### src/rtl/fetch_unit_if.sv
// RAM read port and decode-side instruction handshake seen by the fetch stage.
// master = fetch unit, slave = the RAM/decode side.
interface fetch_unit_if #(
    parameter int ADDR_W = 8,
    parameter int DATA_W = 8
);
    logic              dmem_req;
    logic [DATA_W-1:0] read_data;
    logic              mem_read;
    logic [ADDR_W-1:0] access_addr;
    logic              instr_valid;
    logic              instr_ready;
    logic [DATA_W-1:0] instr_data;
    logic [ADDR_W-1:0] instr_pc;

    modport master (
        input  dmem_req, read_data, instr_ready,
        output mem_read, access_addr, instr_valid, instr_data, instr_pc
    );

    modport slave (
        output dmem_req, read_data, instr_ready,
        input  mem_read, access_addr, instr_valid, instr_data, instr_pc
    );
endinterface

### src/rtl/fetch_unit.sv
// Instruction fetch stage: issues single-cycle RAM reads from fetch_pc into a small
// instruction queue, yielding the port to data accesses; supports redirect and halt.
module fetch_unit #(
    parameter int DEPTH    = 4,
    parameter int ADDR_W   = 8,
    parameter int DATA_W   = 8,
    parameter int RESET_PC = 0
) (
    input  logic                   clk,
    input  logic                   rst_n,
    fetch_unit_if.master           bus,
    input  logic                   redirect_valid,
    input  logic [ADDR_W-1:0]      redirect_pc,
    input  logic                   halt_req,
    output logic [$clog2(DEPTH):0] queue_count,
    output logic                   halted
);
    localparam int PTR_W = $clog2(DEPTH);
    localparam logic [PTR_W:0] FULL = (PTR_W+1)'(DEPTH);

    typedef enum logic {FETCH, HALTED} state_e;

    state_e            state_q, state_d;
    logic [ADDR_W-1:0] fetch_pc;
    logic [ADDR_W-1:0] q_pc   [DEPTH];
    logic [DATA_W-1:0] q_data [DEPTH];
    logic [PTR_W-1:0]  rd_ptr, wr_ptr;
    logic [PTR_W:0]    count;
    logic              head_valid, pop, fetch_en;

    // Redirect outranks everything: it hides the head, blocks pop and fetch.
    always_comb begin
        state_d    = state_q;
        fetch_en   = 1'b0;
        head_valid = (count != '0) && !redirect_valid;
        pop        = head_valid && bus.instr_ready;
        if (redirect_valid) begin
            state_d = FETCH;
        end else if (state_q == FETCH) begin
            if (halt_req) state_d = HALTED;
            else          fetch_en = !bus.dmem_req && ((count < FULL) || pop);
        end
    end

    // Outputs are forced quiet while reset is held, independent of stored state.
    assign bus.mem_read    = rst_n && fetch_en;
    assign bus.access_addr = fetch_pc;
    assign bus.instr_valid = rst_n && head_valid;
    assign bus.instr_data  = q_data[rd_ptr];
    assign bus.instr_pc    = q_pc[rd_ptr];
    assign queue_count     = rst_n ? count : '0;
    assign halted          = rst_n && (state_q == HALTED);

    always_ff @(posedge clk) begin
        if (!rst_n) begin
            state_q  <= FETCH;
            fetch_pc <= ADDR_W'(RESET_PC);
            rd_ptr   <= '0;
            wr_ptr   <= '0;
            count    <= '0;
        end else begin
            state_q <= state_d;
            if (redirect_valid) begin
                fetch_pc <= redirect_pc;
                rd_ptr   <= '0;
                wr_ptr   <= '0;
                count    <= '0;
            end else begin
                if (fetch_en) begin
                    fetch_pc <= fetch_pc + 1'b1;
                    wr_ptr   <= wr_ptr + 1'b1;
                end
                if (pop) rd_ptr <= rd_ptr + 1'b1;
                count <= count + (PTR_W+1)'(fetch_en) - (PTR_W+1)'(pop);
            end
        end
    end

    // Entry storage needs no reset; count gates visibility.
    always_ff @(posedge clk) begin
        if (rst_n && fetch_en) begin
            q_pc[wr_ptr]   <= fetch_pc;
            q_data[wr_ptr] <= bus.read_data;
        end
    end
endmodule

### src/flat_wrapper.sv
// flat-port wrapper written by rule: the top's interface ports become plain ports
module fetch_unit_flat 
#(
    parameter int DEPTH    = 4,
    parameter int ADDR_W   = 8,
    parameter int DATA_W   = 8,
    parameter int RESET_PC = 0
)
  (clk, rst_n, redirect_valid, redirect_pc, halt_req, queue_count, halted, bus_dmem_req, bus_read_data, bus_instr_ready, bus_mem_read, bus_access_addr, bus_instr_valid, bus_instr_data, bus_instr_pc);
  fetch_unit_if #(.ADDR_W(ADDR_W), .DATA_W(DATA_W)) bus_i ();
  input  logic clk;
  input  logic rst_n;
  input  logic redirect_valid;
  input  logic [ADDR_W-1:0] redirect_pc;
  input  logic halt_req;
  output logic [$clog2(DEPTH):0] queue_count;
  output logic halted;
  input wire logic [$bits(bus_i.dmem_req)-1:0] bus_dmem_req;
  input wire logic [$bits(bus_i.read_data)-1:0] bus_read_data;
  input wire logic [$bits(bus_i.instr_ready)-1:0] bus_instr_ready;
  output wire logic [$bits(bus_i.mem_read)-1:0] bus_mem_read;
  output wire logic [$bits(bus_i.access_addr)-1:0] bus_access_addr;
  output wire logic [$bits(bus_i.instr_valid)-1:0] bus_instr_valid;
  output wire logic [$bits(bus_i.instr_data)-1:0] bus_instr_data;
  output wire logic [$bits(bus_i.instr_pc)-1:0] bus_instr_pc;
  assign bus_i.dmem_req = bus_dmem_req;
  assign bus_i.read_data = bus_read_data;
  assign bus_i.instr_ready = bus_instr_ready;
  assign bus_mem_read = bus_i.mem_read;
  assign bus_access_addr = bus_i.access_addr;
  assign bus_instr_valid = bus_i.instr_valid;
  assign bus_instr_data = bus_i.instr_data;
  assign bus_instr_pc = bus_i.instr_pc;
  fetch_unit #(.DEPTH(DEPTH), .ADDR_W(ADDR_W), .DATA_W(DATA_W), .RESET_PC(RESET_PC)) u_core (.clk(clk), .rst_n(rst_n), .bus(bus_i), .redirect_valid(redirect_valid), .redirect_pc(redirect_pc), .halt_req(halt_req), .queue_count(queue_count), .halted(halted));
endmodule
### config.mk
export PLATFORM = sky130hd
export DESIGN_NAME = fetch_unit_flat
export DESIGN_NICKNAME = d
export VERILOG_FILES = /design/src/rtl/fetch_unit_if.sv /design/src/rtl/fetch_unit.sv /design/src/flat_wrapper.sv
export SDC_FILE = /design/constraint.sdc
export NUM_CORES = 1
export LEC_CHECK = 0
export ABC_AREA = 1
export BUFFER_PORTS_ARGS = -buffer_cell sky130_fd_sc_hd__buf_4
export CAP_MARGIN = 20
export CORE_ASPECT_RATIO = 0.9
export CORE_MARGIN = 10
export CORE_UTILIZATION = 50
export DETAILED_ROUTE_END_ITERATION = 16
export PLACE_DENSITY_LB_ADDON = 0.1
export REMOVE_ABC_BUFFERS = 1
export SYNTH_ARGS = -nofsm -noshare
export SYNTH_HDL_FRONTEND = slang
export SYNTH_SLANG_ARGS = --single-unit
### constraint.sdc
create_clock -name clk -period 1.95 [get_ports clk]
set_clock_uncertainty 0.2 [all_clocks]
set_input_delay 0.195 -clock clk [delete_from_list [all_inputs] [get_ports clk]]
set_output_delay 0.195 -clock clk [all_outputs]
set_load 0.005 [all_outputs]
# Word level (Yosys, flattened, before mapping)
# Memory sizes are Yosys's and may differ from the RTL's. A register that Yosys moved wholly into a read port is not among the register bits.
# Index checks and enable logic that the tools add are counted.
dict set report op_classes {
  bitwise 1
  n_div 0
  n_addsub 5
  multipliers 0
  muxes 14
  eq_ne 0
  reduce_logical 12
  shifts 0
  n_lt_le_gt_ge 1
}
# cell n
set ops {}
lappend ops {{$mux 8} 2}
lappend ops {{$add 8x1->8 const B} 1}
lappend ops {{$mux 2} 4}
lappend ops {{$mux 1} 7}
lappend ops {{$logic_and 1x1->1} 6}
lappend ops {{$add 2x1->2 const B} 2}
lappend ops {{$add 3x1->3} 1}
lappend ops {{$lt 3x3->1 const B} 1}
lappend ops {{$mux 3} 1}
lappend ops {{$reduce_bool 3->1} 1}
lappend ops {{$sub 3x1->3} 1}
lappend ops {{$logic_not 1->1} 2}
lappend ops {{$reduce_bool 2->1} 1}
lappend ops {{$reduce_or 2->1} 1}
lappend ops {{$logic_or 1x1->1} 1}
lappend ops {{$not 1->1} 1}
dict set report totals {
  latchBits 0
  elab_cells 40
  romBits 0
  in_bits 22
  n_memories 2
  ram_bits 64
  reg_bits 16
  out_inout_bits 30
}
# memory words word_bits read_ports rd_clocked_by_memory_dff wr line_no
set mem_list {}
lappend mem_list {u_core.q_data 4 8 1 1 1 fetch_unit.sv:26} ;# logic [DATA_W-1:0] q_data [DEPTH];
lappend mem_list {u_core.q_pc 4 8 1 1 1 fetch_unit.sv:25} ;# logic [ADDR_W-1:0] q_pc [DEPTH];

# Logic depth before layout (Yosys ltp)
# Gate-level depths: netlist of the first run.
dict set report logic_depth {
  depth_word 11
  depth_mapped 11
}

# Least setup slack after synthesis of the first run
# No wires, ideal clock.
dict set report synth_path {
  path_kind {register -> register}
  from {register u_core.state_q}
  to {memory u_core.q_data[0][0] (enable)}
  setup_time_ps 389
  required_time_ps 1361
  slack_ps -189
  arrival_ps 1550
  path_stages_with_launch 7
  path_buffers 1
  path_cell_list {dfxtp_1 nor3_2 nand2_2 buf_6 nor2_4 inv_1 nor2_1}
}
dict set report synth_between {
  elab_chain_len 5
}
# element line_no
set synth_rtl {}
lappend synth_rtl {{from (decl)} fetch_unit.sv:23} ;# state_e state_q, state_d;
lappend synth_rtl {{from (signal assigned)} fetch_unit.sv:62} ;# state_q <= state_d;
lappend synth_rtl {{$mux 1} fetch_unit.sv:39} ;# end else if (state_q == FETCH) begin
lappend synth_rtl {{$mux 1} fetch_unit.sv:37} ;# if (redirect_valid) begin
lappend synth_rtl {{$logic_and 1x1->1} n/a}
lappend synth_rtl {{named net bus_mem_read} flat_wrapper.sv:21} ;# output wire logic [$bits(bus_i.mem_read)-1:0] bus_mem_read;
lappend synth_rtl {{$mux 1} fetch_unit.sv:81} ;# if (rst_n && fetch_en) begin
lappend synth_rtl {{$mux 1 (not written as such)} fetch_unit.sv:83} ;# q_data[wr_ptr] <= bus.read_data;
lappend synth_rtl {{to (decl)} fetch_unit.sv:26}
# The timed path passes the listed nets, and every way through them passes these cells.

# Worst setup path in the final report of the first run
dict set report layout_path {
  from {register u_core.count[1]}
  to {register u_core.count[1]}
}
dict set report layout_between {
  elab_chain_len 10
  elab_cells_between_ends 11
}
# element line_no
set layout_rtl {}
lappend layout_rtl {{from (decl)} fetch_unit.sv:28} ;# logic [PTR_W:0] count;
lappend layout_rtl {{from (signal assigned)} fetch_unit.sv:74} ;# count <= count + (PTR_W+1)'(fetch_en) - (PTR_W+1)'(pop);
lappend layout_rtl {{$reduce_bool 3->1 *} fetch_unit.sv:35} ;# head_valid = (count != '0) && !redirect_valid;
lappend layout_rtl {{$logic_and 1x1->1 *} fetch_unit.sv:35}
lappend layout_rtl {{$logic_and 1x1->1 *} fetch_unit.sv:36} ;# pop = head_valid && bus.instr_ready;
lappend layout_rtl {{named net u_core.pop} fetch_unit.sv:29} ;# logic head_valid, pop, fetch_en;
lappend layout_rtl {{$logic_or 1x1->1} fetch_unit.sv:41} ;# else fetch_en = !bus.dmem_req && ((count < FULL) || pop);
lappend layout_rtl {{$logic_and 1x1->1} fetch_unit.sv:41}
lappend layout_rtl {{$mux 1} fetch_unit.sv:40} ;# if (halt_req) state_d = HALTED;
lappend layout_rtl {{$mux 1} fetch_unit.sv:39}
lappend layout_rtl {{$mux 1} fetch_unit.sv:37}
lappend layout_rtl {{$add 3x1->3} fetch_unit.sv:74}
lappend layout_rtl {{$sub 3x1->3 *} fetch_unit.sv:74}
# The timed path passes the listed nets; every way through them passes the cells marked *.
# A chain may end at the register's enable or synchronous reset.

==> flow_metrics.env, run 1 <==
export IMPL_holdWs_ps=55.01
export IMPL_track_usage_pct=14.65
export IMPL_io_pins=52
export IMPL_yosysWarnings=0
export IMPL_fillers=535
export IMPL_drt_initial_drc_count=70
export IMPL_cp_max_fo=2
export IMPL_diodes=0
export IMPL_post_route_period_util_pct=102.3
export IMPL_crit_reg2reg_launch="u_core.count[1]"
export IMPL_row_count=28
export IMPL_die_w_um=107.2
export IMPL_cts_buffer_depth=2
export IMPL_holdCritPathClass="in2reg"
export IMPL_synth_seq_area_share_pct=66.76
export IMPL_cts_made_buffers=9
export IMPL_synth_cell_types=25
export IMPL_clock_latency_ps=350
export IMPL_die_h_um=98.44
export IMPL_worstPathRequired_ps=1990
export IMPL_synthCells=314
export IMPL_fin_area_um2=4577
export IMPL_dp_hpwl_um=4802
export IMPL_dieArea_um2=10550
export IMPL_antenna_found_initial=0
export IMPL_power_density_nw_per_um2=744.8
export IMPL_startpoint_type="register"
export IMPL_final_cells=512
export IMPL_ir_worst_vdd_v=0.0007040
export IMPL_yosysTopAreaCell="edfxtp_1"
export IMPL_drv_slew=0
export IMPL_hold_violations=0
export IMPL_io_buffers=51
export IMPL_htree_num_levels=3
export IMPL_drc=0
export IMPL_area_growth_pct=33.89
export IMPL_ys_ff_latch=82
export IMPL_synth_area_leaders="edfxtp_1, dfxtp_1, nor2_1"
export IMPL_drive_gt1_share_pct=29.15
export IMPL_vias_per_cell=4.945
export IMPL_fin_crit_ps=1994
export IMPL_hold_path_end="u_core.bus.access_addr[0]"
export IMPL_maxCapViolCount=0
export IMPL_arrival_ps=2040
export IMPL_coreArea_um2=6621
export IMPL_dp_cells=469
export IMPL_grt_pass1_wl_um=12370
export IMPL_holdPathStages=5
export IMPL_worst_setup_path_type="reg2reg"
export IMPL_fin_nets=447
export IMPL_start_util_pct=51.63
export IMPL_clk_pin_slew_ps=90
export IMPL_violations="negative setup slack"
export IMPL_cts_tree="yes"
export IMPL_avgSynthCellArea_um2=10.89
export IMPL_drtAntennaViolNets=0
export IMPL_setup_worst_path_end_class="register"
export IMPL_gr_total_overflow=0
export IMPL_cts_sinks=82
export IMPL_timing_fmax_mhz=501.4
export IMPL_r2r_slack_ps=-40
export IMPL_drtPass1Iterations=4
export IMPL_post_drt_wl_per_cell_um=14.52
export IMPL_wl_um=7436
export IMPL_place_ws_ps=-142.8
export IMPL_vias=2532
export IMPL_synth_top_area_share_pct=56.22
export IMPL_min_from="redirect_pc[0]"
export IMPL_worst_slack_ps=-44.27
export IMPL_grt_pass1_vias=2557
export IMPL_rsz0062_at_grt="true"
export IMPL_finalSetupTns_ps=-74.50
export IMPL_place_area_um2=4085
export IMPL_r2r_cells=8
export IMPL_worst_pin_slew_ps=381.1
export IMPL_setup_violations_final=4
export IMPL_grt_max_degree=33
export IMPL_status="finished, violations left"
export IMPL_root_buffer="clkbuf_8"
export IMPL_r2r_end="u_core.count[1]"
export IMPL_syn_area_um2=3418
export IMPL_slew_headroom_pct=74.56
export IMPL_globalplace_congestion=0.8087
export IMPL_power_leakage_nw=1.818
## metal layers
layer | share of wire (%) | vias to the layer above | track usage (%) | wire length (um)
met5 | 0 | - | 0 | 0
met4 | 1.3 | 0 | 4.995 | 97
met3 | 5.9 | 12 | 6.120 | 436
met2 | 48 | 52 | 24.18 | 3568
met1 | 45 | 1180 | 16.73 | 3333
li1 | - | 1288 | - | -
## placed cells by master (no fill, tap or decap), types with 6 or more instances in the layout
cell and instances:
buf_4 80, o21ai_0 35, ha_1 6, nand2_1 36
dfxtp_1 15, o22ai_1 16, edfxtp_1 64, dlygate4sd3_1 17
inv_1 23, a21oi_1 9, clkbuf_8 9, nand3_1 13
nor2_1 58
## layout make-up
cell class / count / area, um^2 / area share (%)
clock buffers: 9 / 123.9 / 2.706
multi-input cells: 194 / 1010 / 22.06
well taps: 90 / 112.6 / 2.460
flip-flops and latches: 82 / 2286 / 49.95
clock inverters: 7 / 76.32 / 1.668
inverters: 27 / 103.9 / 2.269
repair buffers: 103 / 864.6 / 18.89
## through the flow
stage                     power [mW]  util [%]
final                          3.409     69.12
after global routing           3.539     69.12
after CTS                      3.434     68.48
after detailed placement       2.175     61.70
after global placement         2.169     61.70
after floorplan                2.048         -
## cells by family (layout without fill, tap and decap cells)
kind of cell             count (synthesis)  after routing  share of synthesized area, %
XOR/XNOR                                 4              4                         1.025
AND/OR/NAND/NOR                        118            118                         14.57
buffers and inverters                   38            146                         4.539
AO/OA/AOI/OAI                           64             64                         9.956
adder cells (fa/ha/maj)                  8              8                         3.148
flip-flops                              82             82                         66.76
## worst max-delay path, cell delays in order, from the launching register on
cell and delay (ps):
dfxtp_2 350, nor3_4 210, nor2_2 70, ha_1 270
inv_1 60, ha_2 160, inv_2 40, fa_2 510
nor2_1 40
## flip-flops by register name, summed over array words and instances (netlist names), named ones only
name	count
u_core.q_data	32
u_core.q_pc	32
u_core.bus.access_addr	8
u_core.count	3
u_core.rd_ptr	2
u_core.wr_ptr	2
u_core.state_q	1
## cells in the mapped netlist
cell type	count
xor2_1	1
nor3_2	1
nor2_2	1
clkbuf_1	8
dfxtp_1	18
nor2_4	2
xnor2_1	3
edfxtp_1	64
inv_2	2
ha_1	7
inv_1	25
o21ai_1	1
buf_4	1
buf_6	1
nand2_2	3
o21ai_0	37
buf_2	1
nand3_2	1
fa_1	1
o22ai_1	16
nor3_1	1
a21oi_1	10
nand2_1	36
nor2_1	60
nand3_1	13
## how the worst max path moves through the flow
stage | start | endpoint | cells after the start
after global routing | u_core.count[1] | u_core.count[1] | 8
after floorplan | u_core.state_q | u_core.q_data[0][0] | 5
after global placement | u_core.count[1] | u_core.count[2] | 10
final | u_core.count[1] | u_core.count[1] | 8
after detailed placement | u_core.count[1] | u_core.count[2] | 10
after CTS | u_core.count[2] | u_core.count[1] | 8
## report_power, final
group          switching [mW]  internal (mW)  total, mW
sequential             0.0255           1.90       1.93
combinational           0.112          0.133      0.245
clock                   0.629          0.605       1.23
## timing repair
item | 4_1_cts | 5_1_grt
pin swaps | 6 | 1
setup buffers | 8 | 2
gates resized for setup | 10 | 9
endpoints found under the hold margin | 41 | 0
endpoints found under the setup margin | 2 | 37
hold buffers | 17 | 0
(Power assumes the default switching activity.)
==> inputs of run 2 (changes only) <==
--- a/config.mk
+++ b/config.mk
@@ -12,7 +12,7 @@
 export CORE_MARGIN = 10
 export CORE_UTILIZATION = 50
 export DETAILED_ROUTE_END_ITERATION = 16
-export PLACE_DENSITY_LB_ADDON = 0.1
+export PLACE_DENSITY_LB_ADDON = 0.05
 export REMOVE_ABC_BUFFERS = 1
 export SYNTH_ARGS = -nofsm -noshare
 export SYNTH_HDL_FRONTEND = slang
==> run 2 against run 1 <==
Compared with the run above: the run still ends with negative setup slack left; sequential power hardly changed; setup slack better by 1.4 ps; die area stayed put; clock-buffer cell count is 1 higher; first-iteration DRC count is 10% lower; register-to-register slack hardly changed; final area is 0.93% lower; sequential share of layout area is 0.47 points higher; critical endpoint unchanged.
==> flow_metrics.env, run 2 (synthesis gave the netlist of run 1 again) <==
export IMPL_clock_latency_ps=340
export IMPL_htree_num_levels=3
export IMPL_setup_violations_final=2
export IMPL_place_area_um2=4118
export IMPL_grt_pass1_vias=2505
export IMPL_cts_made_buffers=9
export IMPL_final_cells=510
export IMPL_p_int_mw=2.640
export IMPL_drt_initial_drc_count=63
export IMPL_clkPwrFrac_pct=36.4
export IMPL_drc=0
export IMPL_combPwrFrac_pct=6.8
export IMPL_drive_gt1_share_pct=28.57
export IMPL_crit_chain="nor3_4 > nor2_2 > ha_1 > inv_1 > ha_2 > inv_2 > fa_2 > nor2_1"
export IMPL_timing_fmax_mhz=501.8
export IMPL_dieArea_um2=10550
export IMPL_cp_num_buf_inv=2
export IMPL_slew_headroom_pct=76.51
export IMPL_place_ws_ps=-141.4
export IMPL_rsz0062_at_grt="true"
export IMPL_diodes=0
export IMPL_fin_crit_ps=1993
export IMPL_final_common_cell="buf_4"
export IMPL_drv_slew=0
export IMPL_fin_area_um2=4534
export IMPL_cts_buffer_depth=2
export IMPL_finalSetupTns_ps=-71.75
export IMPL_clk_pin_slew_ps=80
export IMPL_hold_violations=0
export IMPL_post_route_period_util_pct=102.2
export IMPL_cp_max_fo=2
export IMPL_globalplace_congestion=0.7999
export IMPL_die_h_um=98.44
export IMPL_slowest_delay_ps=510
export IMPL_grt_pass1_wl_um=11870
export IMPL_dp_hpwl_um=4962
export IMPL_worst_pin_slew_ps=351.8
export IMPL_io_buffers=51
export IMPL_gr_total_overflow=0
export IMPL_power_net_switching_mw=0.7616
export IMPL_track_usage_pct=13.92
export IMPL_layout_common_cells="buf_4, edfxtp_1, nor2_1, nand2_1, o21ai_0"
export IMPL_root_buffer="clkbuf_8"
export IMPL_status="finished, violations left"
export IMPL_maxCapViolCount=0
export IMPL_holdCritPathClass="in2reg"
export IMPL_start_util_pct=51.63
export IMPL_drtAntennaViolNets=0
export IMPL_arrival_ps=2040
export IMPL_critical_path_slowest_cell="fa_2"
export IMPL_cts_sinks=82
export IMPL_vias_per_cell=4.873
export IMPL_dp_cells=475
export IMPL_use_met1_pct=16.10
export IMPL_power_density_nw_per_um2=750.3
export IMPL_worstPathRequired_ps=2000
export IMPL_post_drt_wl_per_cell_um=14.06
export IMPL_coreArea_um2=6621
export IMPL_cts_tree="yes"
export IMPL_fin_nets=445
export IMPL_power_leakage_nw=1.794
export IMPL_grt_use_met2_pct=23.33
export IMPL_worst_slack_ps=-42.84
export IMPL_cpLargestDelayFamily="adder cells"
export IMPL_ir_worst_vdd_v=0.0004949
export IMPL_drtPass1Iterations=5
export IMPL_worst_setup_path_type="reg2reg"
export IMPL_swShare_pct=22.39
export IMPL_antenna_found_initial=0
export IMPL_vias=2485
export IMPL_violations="negative setup slack"
export IMPL_p_seq_share_pct=56.8
export IMPL_met3_usage_pct=5.534
export IMPL_gr_max_usage_layer="met2"
export IMPL_holdWs_ps=16.19
export IMPL_startpoint_type="register"
export IMPL_grt_max_degree=20
export IMPL_io_pins=52
export IMPL_setup_worst_path_end_class="register"
export IMPL_row_count=28
export IMPL_die_w_um=107.2
export IMPL_wl_um=7171
export IMPL_area_growth_pct=32.65
==> run 2: power groups by stage <==
stage	clock [mW]	sequential [mW]	combinational [mW]
floorplan	0	1.97	0.0790
global placement	0	1.97	0.200
detailed placement	0	1.97	0.202
CTS	1.27	1.93	0.231
global route	1.33	1.94	0.260
finish	1.24	1.93	0.231
==> run 2: metal layers <==
layer  vias to the layer above  part of all wire, %  wire length [um]
li1                       1288                    -                 -
met1                      1130                   46              3266
met2                        60                   48              3428
met3                         7                  5.9               425
met4                         0                 0.71                51
met5                         -                    0                 0
==> run 2: what timing repair did <==
action                                  4_1_cts  5_1_grt
buffers inserted                              2        1
endpoints found under the hold margin        41        0
endpoints found under the setup margin        2       15
pin swaps                                     6        2
hold buffers                                 16        0
resized for setup                             7        8
==> run 2: area by class of cell <==
type / count / area, um^2
sequential: 82 / 2286
fill: 529 / 2087
multi-input combinational: 194 / 1003
timing repair buffer: 101 / 827.0
clock buffer: 10 / 127.6
tap: 90 / 112.6
inverter: 27 / 103.9
clock inverter: 6 / 73.82
==> run 2: path summary, 6_finish.rpt <==
check              startpoint                         to  slack [ps]  cells after the start
min            redirect_pc[0]  u_core.bus.access_addr[0]          20                      5
min reg2reg  u_core.rd_ptr[1]           u_core.rd_ptr[1]         280                      2
max reg2reg   u_core.count[1]            u_core.count[1]         -40                      8
max           u_core.count[1]            u_core.count[1]         -40                      8
==> run 2: through the flow <==
step	power, mW	util, %
2_1_floorplan	2.048	-
3_3_place_gp	2.172	62.19
3_5_place_dp	2.174	62.19
4_1_cts	3.432	68.05
5_1_grt	3.530	68.48
6_report	3.402	68.48
==> run 2: worst register-to-register path: cells and delay by family, from the launching register on <==
| family | cells | cell delay, ps |
|---|---|---|
| fa+ha+maj | 3 | 950 |
| flops | 1 | 340 |
| simple gates | 3 | 290 |
| buf+inv | 2 | 110 |
==> inputs of run 3 (changes only) <==
--- a/config.mk
+++ b/config.mk
@@ -11,6 +11,7 @@
 export CORE_ASPECT_RATIO = 0.9
 export CORE_MARGIN = 10
 export CORE_UTILIZATION = 50
+export CTS_BUF_LIST = sky130_fd_sc_hd__clkbuf_16
 export DETAILED_ROUTE_END_ITERATION = 16
 export PLACE_DENSITY_LB_ADDON = 0.05
 export REMOVE_ABC_BUFFERS = 1
==> run 3 against run 2 <==
Compared with the run above: utilization rose by 1.5 points; cell count fell by 0.20%; the run still ends with negative setup slack left; via count rose by 0.56%; clock-buffer cell count fell by 1; non-clock buffer count fell by 1; critical path depth did not move.
==> flow_metrics.env, run 3 (synthesis gave the netlist of run 1 again) <==
export IMPL_status="finished, violations left"
export IMPL_violations="negative setup slack"
export IMPL_io_buffers=51
export IMPL_dr_max_layer_used="met4"
export IMPL_fin_nets=444
export IMPL_grt_pass1_vias=2510
export IMPL_slew_headroom_pct=76.54
export IMPL_post_route_period_util_pct=102.0
export IMPL_hold_path_end="u_core.bus.access_addr[1]"
export IMPL_combPwrFrac_pct=6.0
export IMPL_cts_made_buffers=9
export IMPL_antenna_found_initial=0
export IMPL_slowest_delay_ps=510
export IMPL_drc=0
export IMPL_gr_total_overflow=0
export IMPL_cts_tree="yes"
export IMPL_row_count=28
export IMPL_fin_crit_ps=1990
export IMPL_drtAntennaViolNets=0
export IMPL_worst_setup_path_type="reg2reg"
export IMPL_route_met2_wl_um=3496
export IMPL_htree_num_levels=3
export IMPL_post_drt_wl_per_cell_um=14.12
export IMPL_io_pins=52
export IMPL_final_common_cell="buf_4"
export IMPL_root_buffer="clkbuf_16"
export IMPL_start_util_pct=51.63
export IMPL_startpoint_type="register"
export IMPL_crit_reg2reg_launch="u_core.count[1]"
export IMPL_grt_max_degree=20
export IMPL_ir_worst_vdd_v=0.0005569
export IMPL_worst_slack_ps=-39.79
export IMPL_layout_common_cells="buf_4, edfxtp_1, nor2_1, nand2_1, o21ai_0"
export IMPL_r2r_end="u_core.count[1]"
export IMPL_setup_violations_final=2
export IMPL_maxCapViolCount=0
export IMPL_setup_worst_path_end_class="register"
export IMPL_cp_max_fo=2
export IMPL_power_net_switching_mw=0.8067
export IMPL_vias=2499
export IMPL_cts_buffer_depth=2
export IMPL_holdCritPathClass="in2reg"
export IMPL_area_growth_pct=35.62
export IMPL_cp_startpoint="u_core.count[1]"
export IMPL_p_int_mw=3.036
export IMPL_cts_sinks=82
export IMPL_r2r_cells=8
export IMPL_holdPathStages=5
export IMPL_dp_hpwl_um=4962
export IMPL_drtPass1Iterations=5
export IMPL_worst_pin_slew_ps=351.4
export IMPL_r2r_slack_ps=-40
export IMPL_clk_pin_slew_ps=60
export IMPL_drv_slew=0
export IMPL_power_density_nw_per_um2=829.0
export IMPL_timing_fmax_mhz=502.6
export IMPL_arrival_ps=2010
export IMPL_die_w_um=107.2
export IMPL_wl_met3_um=405
export IMPL_power_leakage_nw=1.840
export IMPL_die_h_um=98.44
export IMPL_diodes=0
export IMPL_grt_pass1_wl_um=11940
export IMPL_rsz0062_at_grt="true"
export IMPL_finalSetupTns_ps=-63.78
export IMPL_clkPwrFrac_pct=43.7
export IMPL_drive_gt1_share_pct=29.12
export IMPL_track_usage_pct=13.96
export IMPL_p_seq_share_pct=50.4
export IMPL_fin_util_pct=70.01
export IMPL_clock_latency_ps=320
export IMPL_drt_initial_drc_count=60
export IMPL_crit_chain="nor3_4 > nor2_2 > ha_1 > inv_1 > ha_2 > inv_2 > fa_2 > nor2_1"
export IMPL_hold_violations=0
export IMPL_coreArea_um2=6621
export IMPL_vias_per_cell=4.910
export IMPL_min_from="redirect_pc[1]"
export IMPL_critical_path_slowest_cell="fa_2"
export IMPL_globalplace_congestion=0.7999
export IMPL_m1WireLength_um=3232
export IMPL_worstPathRequired_ps=1970
export IMPL_dieArea_um2=10550
export IMPL_swShare_pct=20.99
export IMPL_wl_um=7187
## run 3: cell types whose count changed in the layout (fill, tap and decap cells not counted), moves of 3 or more
| cell | before | now |
|---|---|---|
| clkbuf_16 | 0 | 9 |
| clkbuf_8 | 9 | 0 |
| nor2_1 | 59 | 56 |
| nor2_2 | 2 | 5 |
## run 3: how the worst max path moves through the flow
stage | endpoint
floorplan | u_core.q_data[0][0]
global placement | u_core.count[2]
CTS | u_core.count[1]
global route | u_core.count[2]
finish | u_core.count[1]
detailed placement | u_core.count[2]
## run 3: per-stage QoR
stage          instances  setup slack [ps]  hold slack (ps)  area (um^2)  total power, mW
2_1_floorplan        303            -175.8            93.87         3364            2.048
3_3_place_gp         475            -95.10            197.2         4118            2.172
3_5_place_dp         475            -141.4            199.3         4118            2.174
4_1_cts              508            -26.96            10.59         4597            3.874
5_1_grt              509            -120.9            43.41         4636            3.975
6_report             509            -39.79            16.07         4636            3.843
## run 3: timing repair
| action | CTS | global route |
|---|---|---|
| gates cloned | 0 | 0 |
| gates resized for setup | 7 | 10 |
| buffers inserted | 2 | 1 |
| hold buffers | 15 | 0 |
| endpoints found under the setup margin | 2 | 53 |
| endpoints found under the hold margin | 39 | 0 |
| pin swaps | 6 | 2 |
## run 3: power groups by stage
stage	logic (mW)	registers [mW]	clock network, mW
after global placement	0.200	1.97	0
after global routing	0.259	1.94	1.78
final	0.230	1.94	1.68
after detailed placement	0.202	1.97	0
after CTS	0.229	1.93	1.71
after floorplan	0.0790	1.97	0
## run 3: layout make-up
type	instances	area, um^2
clock buffers	9	225.2
clock inverters	7	77.57
fillers	513	1986
inverters	27	103.9
multi-input cells	194	1011
flip-flops and latches	82	2285
well taps	90	112.6
repair buffers	100	820.8
## run 3: metal layers
metal,vias to the layer above,global-route usage (%)
met5,-,0
met4,0,3.538
met3,7,5.534
met2,56,23.66
met1,1150,16.07
li1,1286,-
## run 3: worst max-delay path, delay by kind of cell (launching register included)
family | cells | cell delay [ps]
adders and majority gates | 3 | 950
DFF | 1 | 340
and+or+nand+nor | 3 | 290
buffers and inverters | 2 | 110
